--- config.mk ---
export PLATFORM = sky130hd
export DESIGN_NAME = pe_ld_stream_gen
export DESIGN_NICKNAME = d
export VERILOG_FILES = /design/src/rtl/pe_pkg.sv /design/src/rtl/pe_ld_stream_gen.sv
export SDC_FILE = /design/constraint.sdc
export NUM_CORES = 1
export LEC_CHECK = 0
export CAP_MARGIN = 20
export CORE_AREA = 2 2 89 91
export DETAILED_ROUTE_END_ITERATION = 10
export DIE_AREA = 0 0 91 93
export HOLD_SLACK_MARGIN = 0.15
export PLACE_DENSITY_LB_ADDON = 0.05
export SLEW_MARGIN = 5
export SYNTH_ARGS = -nofsm -noshare
export SYNTH_HDL_FRONTEND = slang
export SYNTH_SLANG_ARGS = --single-unit
--- constraint.sdc ---
create_clock -name clk -period 2.71 [get_ports clk]
set_clock_uncertainty 0.05 [all_clocks]
set_input_delay 0.542 -clock clk [delete_from_list [all_inputs] [get_ports clk]]
set_output_delay 0.542 -clock clk [all_outputs]
set_load 0.005 [all_outputs]
--- src/rtl/pe_pkg.sv ---
// Shared PE widths and the load-stream command record latched by the address generator.
package pe_pkg;

  localparam int GLOBAL_MEM_ADDR_L = 16;
  localparam int REG_ADDR_L        = 5;
  localparam int LD_STREAM_CNT_L   = 8;
  localparam int LD_STRIDE_L       = 8;

  typedef struct packed {
    logic [GLOBAL_MEM_ADDR_L-1:0] mem_base;
    logic [LD_STRIDE_L-1:0]       mem_stride;
    logic [REG_ADDR_L-1:0]        reg_base;
    logic [LD_STREAM_CNT_L-1:0]   len;
  } ld_cmd_t;

endpackage

--- src/rtl/pe_ld_stream_gen.sv ---
// Load-stream address generator: one command in, arm pulse, then one (mem, reg) pair per req/ack.
// Latency: arm 1 cycle after accept, first pair the cycle after; holds pairs while ack is low.
module pe_ld_stream_gen
  import pe_pkg::*;
#(
  parameter int MEM_ADDR_L = GLOBAL_MEM_ADDR_L,
  parameter int RADDR_L    = REG_ADDR_L,
  parameter int CNT_L      = LD_STREAM_CNT_L,
  parameter int STRIDE_L   = LD_STRIDE_L
) (
  input  logic                  clk,
  input  logic                  rst,
  input  logic [MEM_ADDR_L-1:0] cmd_mem_base,
  input  logic [STRIDE_L-1:0]   cmd_mem_stride,
  input  logic [RADDR_L-1:0]    cmd_reg_base,
  input  logic [CNT_L-1:0]      cmd_len,
  input  logic                  cmd_vld,
  output logic                  cmd_rdy,
  output logic [CNT_L-1:0]      ld_stream_len,
  output logic                  ld_stream_len_vld,
  output logic [MEM_ADDR_L-1:0] mem_addr_out,
  output logic [RADDR_L-1:0]    reg_addr_out,
  output logic                  mem_addr_req,
  input  logic                  mem_addr_ack,
  output logic                  busy,
  output logic                  done
);

  localparam int EXT_L = MEM_ADDR_L - STRIDE_L;

  typedef enum logic [1:0] {
    LD_IDLE   = 2'd0,
    LD_ARM    = 2'd1,
    LD_STREAM = 2'd2,
    LD_DONE   = 2'd3
  } ld_gen_state_t;

  ld_gen_state_t         state_q, state_d;
  ld_cmd_t               cmd_q;
  logic [MEM_ADDR_L-1:0] mem_addr_q;
  logic [RADDR_L-1:0]    reg_addr_q;
  logic [CNT_L-1:0]      remaining_q;
  logic [MEM_ADDR_L-1:0] stride_ext;
  logic                  cmd_take;
  logic                  pair_take;

  assign stride_ext = {{EXT_L{cmd_q.mem_stride[STRIDE_L-1]}}, cmd_q.mem_stride};
  assign cmd_take   = (state_q == LD_IDLE) && cmd_vld;
  assign pair_take  = (state_q == LD_STREAM) && mem_addr_ack;

  always_ff @(posedge clk or negedge rst) begin
    if (!rst) state_q <= LD_IDLE;
    else      state_q <= state_d;
  end

  always_comb begin
    state_d = state_q;
    unique case (state_q)
      LD_IDLE:   if (cmd_vld) state_d = (cmd_len != '0) ? LD_ARM : LD_DONE;
      LD_ARM:    state_d = LD_STREAM;
      LD_STREAM: if (mem_addr_ack && (remaining_q == CNT_L'(1))) state_d = LD_DONE;
      LD_DONE:   state_d = LD_IDLE;
      default:   state_d = LD_IDLE;
    endcase
  end

  always_comb begin
    cmd_rdy           = 1'b0;
    ld_stream_len_vld = 1'b0;
    ld_stream_len     = '0;
    mem_addr_req      = 1'b0;
    done              = 1'b0;
    unique case (state_q)
      LD_IDLE:   cmd_rdy = 1'b1;
      LD_ARM: begin
        ld_stream_len_vld = 1'b1;
        ld_stream_len     = cmd_q.len;
      end
      LD_STREAM: mem_addr_req = 1'b1;
      LD_DONE:   done = 1'b1;
      default:   cmd_rdy = 1'b0;
    endcase
  end

  // Busy covers the accept cycle itself, hence the combinational cmd_vld term.
  assign busy         = (state_q != LD_IDLE) || cmd_vld;
  assign mem_addr_out = mem_addr_q;
  assign reg_addr_out = reg_addr_q;

  // Accumulators load during ARM, when the load unit cannot ack yet.
  always_ff @(posedge clk or negedge rst) begin
    if (!rst) begin
      cmd_q       <= '0;
      mem_addr_q  <= '0;
      reg_addr_q  <= '0;
      remaining_q <= '0;
    end else begin
      if (cmd_take) begin
        cmd_q.mem_base   <= cmd_mem_base;
        cmd_q.mem_stride <= cmd_mem_stride;
        cmd_q.reg_base   <= cmd_reg_base;
        cmd_q.len        <= cmd_len;
      end
      if (state_q == LD_ARM) begin
        mem_addr_q  <= cmd_q.mem_base;
        reg_addr_q  <= cmd_q.reg_base;
        remaining_q <= cmd_q.len;
      end else if (pair_take) begin
        mem_addr_q  <= mem_addr_q + stride_ext;
        reg_addr_q  <= reg_addr_q + RADDR_L'(1);
        remaining_q <= remaining_q - CNT_L'(1);
      end
    end
  end

  a_ack_needs_req: assert property (@(posedge clk) disable iff (!rst)
    mem_addr_ack |-> mem_addr_req);

  a_pair_held: assert property (@(posedge clk) disable iff (!rst)
    (mem_addr_req && !mem_addr_ack) |=>
      (mem_addr_req && $stable(mem_addr_out) && $stable(reg_addr_out)));

  a_done_pulse: assert property (@(posedge clk) disable iff (!rst)
    done |=> !done);

  a_no_arm_mid_stream: assert property (@(posedge clk) disable iff (!rst)
    ld_stream_len_vld |-> !mem_addr_req);

endmodule

==> reports/results.ini <==
[finish]
layout-drive-gt1-share=0.182
nNetsFinal=492
fillers=627
stdcell_count=535
multi_input_area_mm2=0.00198
regArea_mm2=0.00170
area_growth_pct=29.8
final_core_utilization=0.650
antenna_cells=0

[job]
cap_violations=0

[global_route]
grt_pass1_wl_um=13800
grt-ovfl-total=0
grt_pass1_vias=2962
antenna_found_initial=0
grt_start_max_net_pins=38
grt_usage=0.206

[floorplan]
rows=32
die_x_um=91
die_h_um=93
start_util=0.501
die-area_mm2=0.00846
coreArea_mm2=0.00753
num_io_pins=75

[routing]
drt_wl_total_um=8310
wl_per_cell_um=15.5
wl_met2_um=4110
drt_iter0_markers=75
wl_met1_um=3630
vias_per_cell=5.46
drc=0
vias=2921
antenna_left=0
top_layer=met4
dr.pass1.iters=5
wl_met3_um=399

[sta]
fin_setup_tns_ns=0
period_share=0.909
setup_violations=0
slew_viol_final=0
timing_hold_violations_final=0
hold_ws_ns=0.439
relSlewSlack=0.643
setup_ws_ns=0.246
rsz0062_at_grt=false
fmax_ghz=0.406
worstMarginPinSlew_ns=0.535
fin_crit_ns=2.46

[clock_network]
cts_tree=done
cts_made_buffers=9
cts.htree.levels=3
clk_pin_slew_ns=0.08
cts.path.max_buffers=2
clock_sinks=68
cts-root-buf=clkbuf_8
insertion_delay_ns=0.35

[synthesis]
yosysWarnings=0
synth_area_leaders=dfrtp_1, mux2_2, ha_1
synth-edff-count=0
netlist_instances=347
yosysMostFrequentCell=dfrtp_1
synth_top_area_share=0.451
synth_flop_cell=dfrtp_1
syn_area_per_cell_um2=10.9
synth.net_count=411
yosysSeqAreaShare=0.451
synth_top_cell_by_area=dfrtp_1
synthTopCellsByCount=dfrtp_1, mux2_2, nand2_1
yosysUniqueCellTypes=49
synth_area_mm2=0.00377
synthArstFlopShare=1.00
ys_seq_elements=68

[placed_design]
io_buffers=74
finalWeightedCongestion=0.871
dp_hpwl_um=6040
dp_worst_setup_slack_ns=0.385
placed_cells=518

[worst_setup_path]
worstSetupStartpointType=flop
path_max_fanout=12
worstPathCellList=inv_1 -> ha_2 -> and2_1 -> clkdlybuf4s50_1
required_ns=2.12
r2r_start=mem_addr_out[0]
critical_path_arrival_ns=1.87
startpoint=state_q[1]
r2r_cells=8
end_kind=output pin
cpPeakStageDelay_ns=0.51
reg2reg_to=mem_addr_out[12]
rrSetupSlack_ns=0.36
critPathKind=flop to output pin
critPathSlowestCell=clkdlybuf4s50_1

[min_path]
hp-class=flop to flop
whs_path_depth=2
holdPathEnd=reg_addr_out[1]
holdCritStartpoint=cmd_q[9]

[pwr]
peakVddDrop_mv=0.625
p_leak_nw=2.08
power_density_mw_per_mm2=1320

[status]
status=complete, no violations

-- layout by cell type (no fill, tap or decap), drive strengths merged, types with 3 or more instances in the layout --
cell type and count:
o21ai 23, ha 22, mux2i 5, clkinv 3, a21oi 24, xor2 13, inv 8, clkdlybuf4s50 73
o221ai 3, mux2 40, buf 10, xnor2 12, nand2b 3, nor3 4, nor2 12, a211oi 4
clkbuf 9, and2 11, o21a 3, o21bai 10, nand4 4, nand2 35, nor4 4, dfrtp 68
a21o 4
-- stage by stage --
stage	total power, W	cell area [um^2]
after floorplan	0.00439	3770
after global placement	0.00540	4660
after detailed placement	0.00551	4660
after CTS	0.00649	4890
after global routing	0.00697	4890
final	0.00644	4890
-- area by class of cell --
cell class	count	area share
clock buffers	9	0.0253
clock inverters	7	0.0197
repair buffers	84	0.171
flip-flops and latches	68	0.348
multi-input cells	259	0.405
inverters	6	0.00460
well taps	102	0.0261
-- repair_timing --
action                    4_1_cts  5_1_grt
gates resized for setup         0        0
hold buffers                    1        0
hold endpoints to repair       19        0
setup buffers                   0        0
-- power by group --
group | internal, W | total, W | switching (W)
clock network | 0.000523 | 0.000946 | 0.000423
logic | 0.00186 | 0.00357 | 0.00171
registers | 0.00154 | 0.00193 | 0.000386
total | 0.00392 | 0.00644 | 0.00252
-- metal layers --
metal,global-route usage,vias to the layer above
li1,-,1414
met1,0.260,1409
met2,0.343,78
met3,0.0419,20
met4,0.0909,0
met5,0,-
-- worst max-delay path, delay by kind of cell (launching register included) --
kind | cells | cell delay [ns]
DFF | 1 | 0.42
adders and majority gates | 1 | 0.31
and+or+nand+nor | 1 | 0.19
buffers and inverters | 2 | 0.61
-- kinds of logic (layout without fill, tap and decap cells) --
family,count (synthesis),after routing,share of synthesized area
DFF,68,68,0.451
and+or+nand+nor,81,81,0.105
xor gates and xnor gates,25,25,0.0581
muxes,45,45,0.133
adders and majority gates,23,23,0.0783
buffers and inverters,20,106,0.0236
AOI/OAI and AO/OA,85,85,0.151
-- state kept, by name (all words and copies together) (netlist names) --
name,cells
cmd_q,37
mem_addr_out,16
remaining_q,8
reg_addr_out,5
state_q,2
-- how the worst max path moves through the flow --
| stage | to | slack [ns] |
|---|---|---|
| after global routing | ld_stream_len[6] | 0.15 |
| after CTS | ld_stream_len[0] | 0.22 |
| after floorplan | mem_addr_out[12] | 0.54 |
| after detailed placement | mem_addr_out[12] | 0.38 |
| final | ld_stream_len[0] | 0.25 |
| after global placement | mem_addr_out[12] | 0.44 |
(Power assumes the default switching activity.)
==> variant (config.mk and constraints unchanged) <==
`REG_ADDR_L`: 5 -> 4.
--- a/src/rtl/pe_pkg.sv
+++ b/src/rtl/pe_pkg.sv
@@ -2,7 +2,7 @@
 package pe_pkg;
 
   localparam int GLOBAL_MEM_ADDR_L = 16;
-  localparam int REG_ADDR_L        = 5;
+  localparam int REG_ADDR_L        = 4;
   localparam int LD_STREAM_CNT_L   = 8;
   localparam int LD_STRIDE_L       = 8;
 
Ports: changed (resized cmd_reg_base and reg_addr_out); port bits go from 75 to 73. The function was not compared with the original's and may differ.
==> variant against the unedited design <==
- synthesized area down 3.7%
- register-to-register slack worse by 0.23 ns
- sequential cell count down 2
- final area down 2.6%
- cell count down 0.93%
- maximum frequency down 4.4%
- core utilization down 1.7 points
- largest cell class unchanged
- routed wire length down 1.5%
- total power down 2.3%
- worst setup slack worse by 0.11 ns
- highest routed layer unchanged
- synthesized cell count down 0.86%
==> variant: results (changes against the unedited design) <==
antennaDiodeCount: 0  # unchanged
critical_path.slowest_cell: "dfrtp_1"
p_switching_mw: 2.44  # -3.3%
port_buffers: 72  # -2.7%
synth_common_cells: "dfrtp_1, mux2_2, nand2_1"
ys_async_sr_fraction_pct: 100  # unchanged
status: "complete, no violations"
grt_max_degree: 38  # unchanged
place_ws_ns: 0.183  # -0.201 ns
cts.clk_slew.worst_paths_ns: 0.08  # about the same
synth_nets: 407  # -0.97%
viasPerCell: 5.32  # -2.5%
fin_nets: 486  # -1.2%
syn-instance-count: 344  # -0.86%
relSlewSlack_pct: 51.5  # -13 points
placed_cells: 514  # -0.77%
post_cts_buffers: 0  # unchanged
critical_path_arrival_ns: 2.75  # +0.88 ns
drt_wl_total_um: 8180  # -1.5%
dpl_cell_area_um2: 4520  # -3.1%
hpwl_um: 5900  # -2.3%
drive_gt1_share_pct: 15.7  # -2.6 points
gp_congestion: 0.902  # +3.5%
path_max_fanout: 12  # unchanged
cts_buffers: 9  # unchanged
antenna_found_initial: 0  # unchanged
grt_pass1_vias: 2804  # -5.3%
root_buffer: "clkbuf_8"
htreeDepth: 3  # unchanged
yosysWarnings: 0  # unchanged
seq_area_frac_synth_pct: 45.5  # +0.38 points
slowest_delay_ns: 0.56  # +0.05 ns
clkLatencyLatePin_ns: 0.34
p_leak_nw: 2.02  # -3.1%
hold_path.class: "primary input to asynchronous set/reset pin"
dr.pass1.iters: 4  # -1
max_flop_register: "cmd_q"
synth.distinct_cells: 43  # -12%
grt_pass1_wl_um: 13600  # -1.4%
drt-initial-drc-count: 151  # +100%
ys_top_cells_by_area: "dfrtp_1, mux2_2, ha_1"
largest_reg_flops: 36  # -2.7%
max-vdd-ir-drop_mv: 0.578  # -7.4%
fin_cells: 530  # -0.93%
clock_path_buffers: 2  # unchanged
antenna_left: 0  # unchanged
grtUsageTotal_pct: 20.4  # -0.20 points
-- variant: cell families (layout without fill, tap and decap cells) --
logic type / Yosys count / in the layout / synth area share, %
xor gates and xnor gates: 19 / 19 / 4.58
buffers and inverters: 25 / 109 / 2.62
AOI/OAI and AO/OA: 74 / 74 / 13.5
muxes: 43 / 43 / 13.1
adders and majority gates: 23 / 23 / 8.14
DFF: 66 / 66 / 45.5
and+or+nand+nor: 94 / 94 / 12.5
-- variant: critical path, delay by kind of cell, from the launching register on --
| family | cells | cell delay, ns |
|---|---|---|
| mux | 1 | 0.08 |
| flops | 1 | 0.56 |
| fa+ha+maj | 1 | 0.52 |
| simple gates | 4 | 1.09 |
| compound gates | 1 | 0.16 |
-- variant: what timing repair did --
item | 4_1_cts | 5_1_grt
endpoints found under the setup margin | 5 | 0
gates resized for setup | 1 | 0
hold endpoints to repair | 0 | 0
-- variant: path summary, 6_finish.rpt --
| path | from | to | slack [ns] | cells after the start |
|---|---|---|---|---|
| setup / recovery | cmd_q[19] | mem_addr_out[15] | 0.13 | 7 |
| hold / removal | rst | remaining_q[2] | 0.19 | 1 |
| setup reg to reg | cmd_q[19] | mem_addr_out[15] | 0.13 | 7 |
| hold reg to reg | cmd_q[32] | mem_addr_out[12] | 0.44 | 2 |
| max in group asynchronous | rst | mem_addr_out[2] | 1.77 | 2 |
| min in group clk | cmd_q[32] | mem_addr_out[12] | 0.44 | 2 |
-- variant: power by group through the flow --
stage / logic, mW / registers [mW] / clock network [mW]
2_1_floorplan: 2.35 / 1.81 / 0
3_3_place_gp: 3.35 / 1.88 / 0
3_5_place_dp: 3.42 / 1.90 / 0
4_1_cts: 3.46 / 1.88 / 0.998
5_1_grt: 3.85 / 1.95 / 1.03
6_report: 3.44 / 1.88 / 0.974
-- variant: cell type report --
| type | instances | area [um2] |
|---|---|---|
| fillers | 651 | 2760 |
| multi-input cells | 253 | 1900 |
| flip-flops and latches | 66 | 1650 |
| repair buffers | 81 | 808 |
| clock buffers | 11 | 151 |
| well taps | 102 | 128 |
| clock inverters | 5 | 85.1 |
| inverters | 12 | 45.0 |
-- variant: layer usage --
layer  wire [um]  vias to the layer above  GRT usage, %
met1        3870                     1357          27.6
met4         138                        0          8.46
met2        3800                       63          32.0
li1            -                     1390             -
met5           0                        -             0
met3         374                       10          4.11
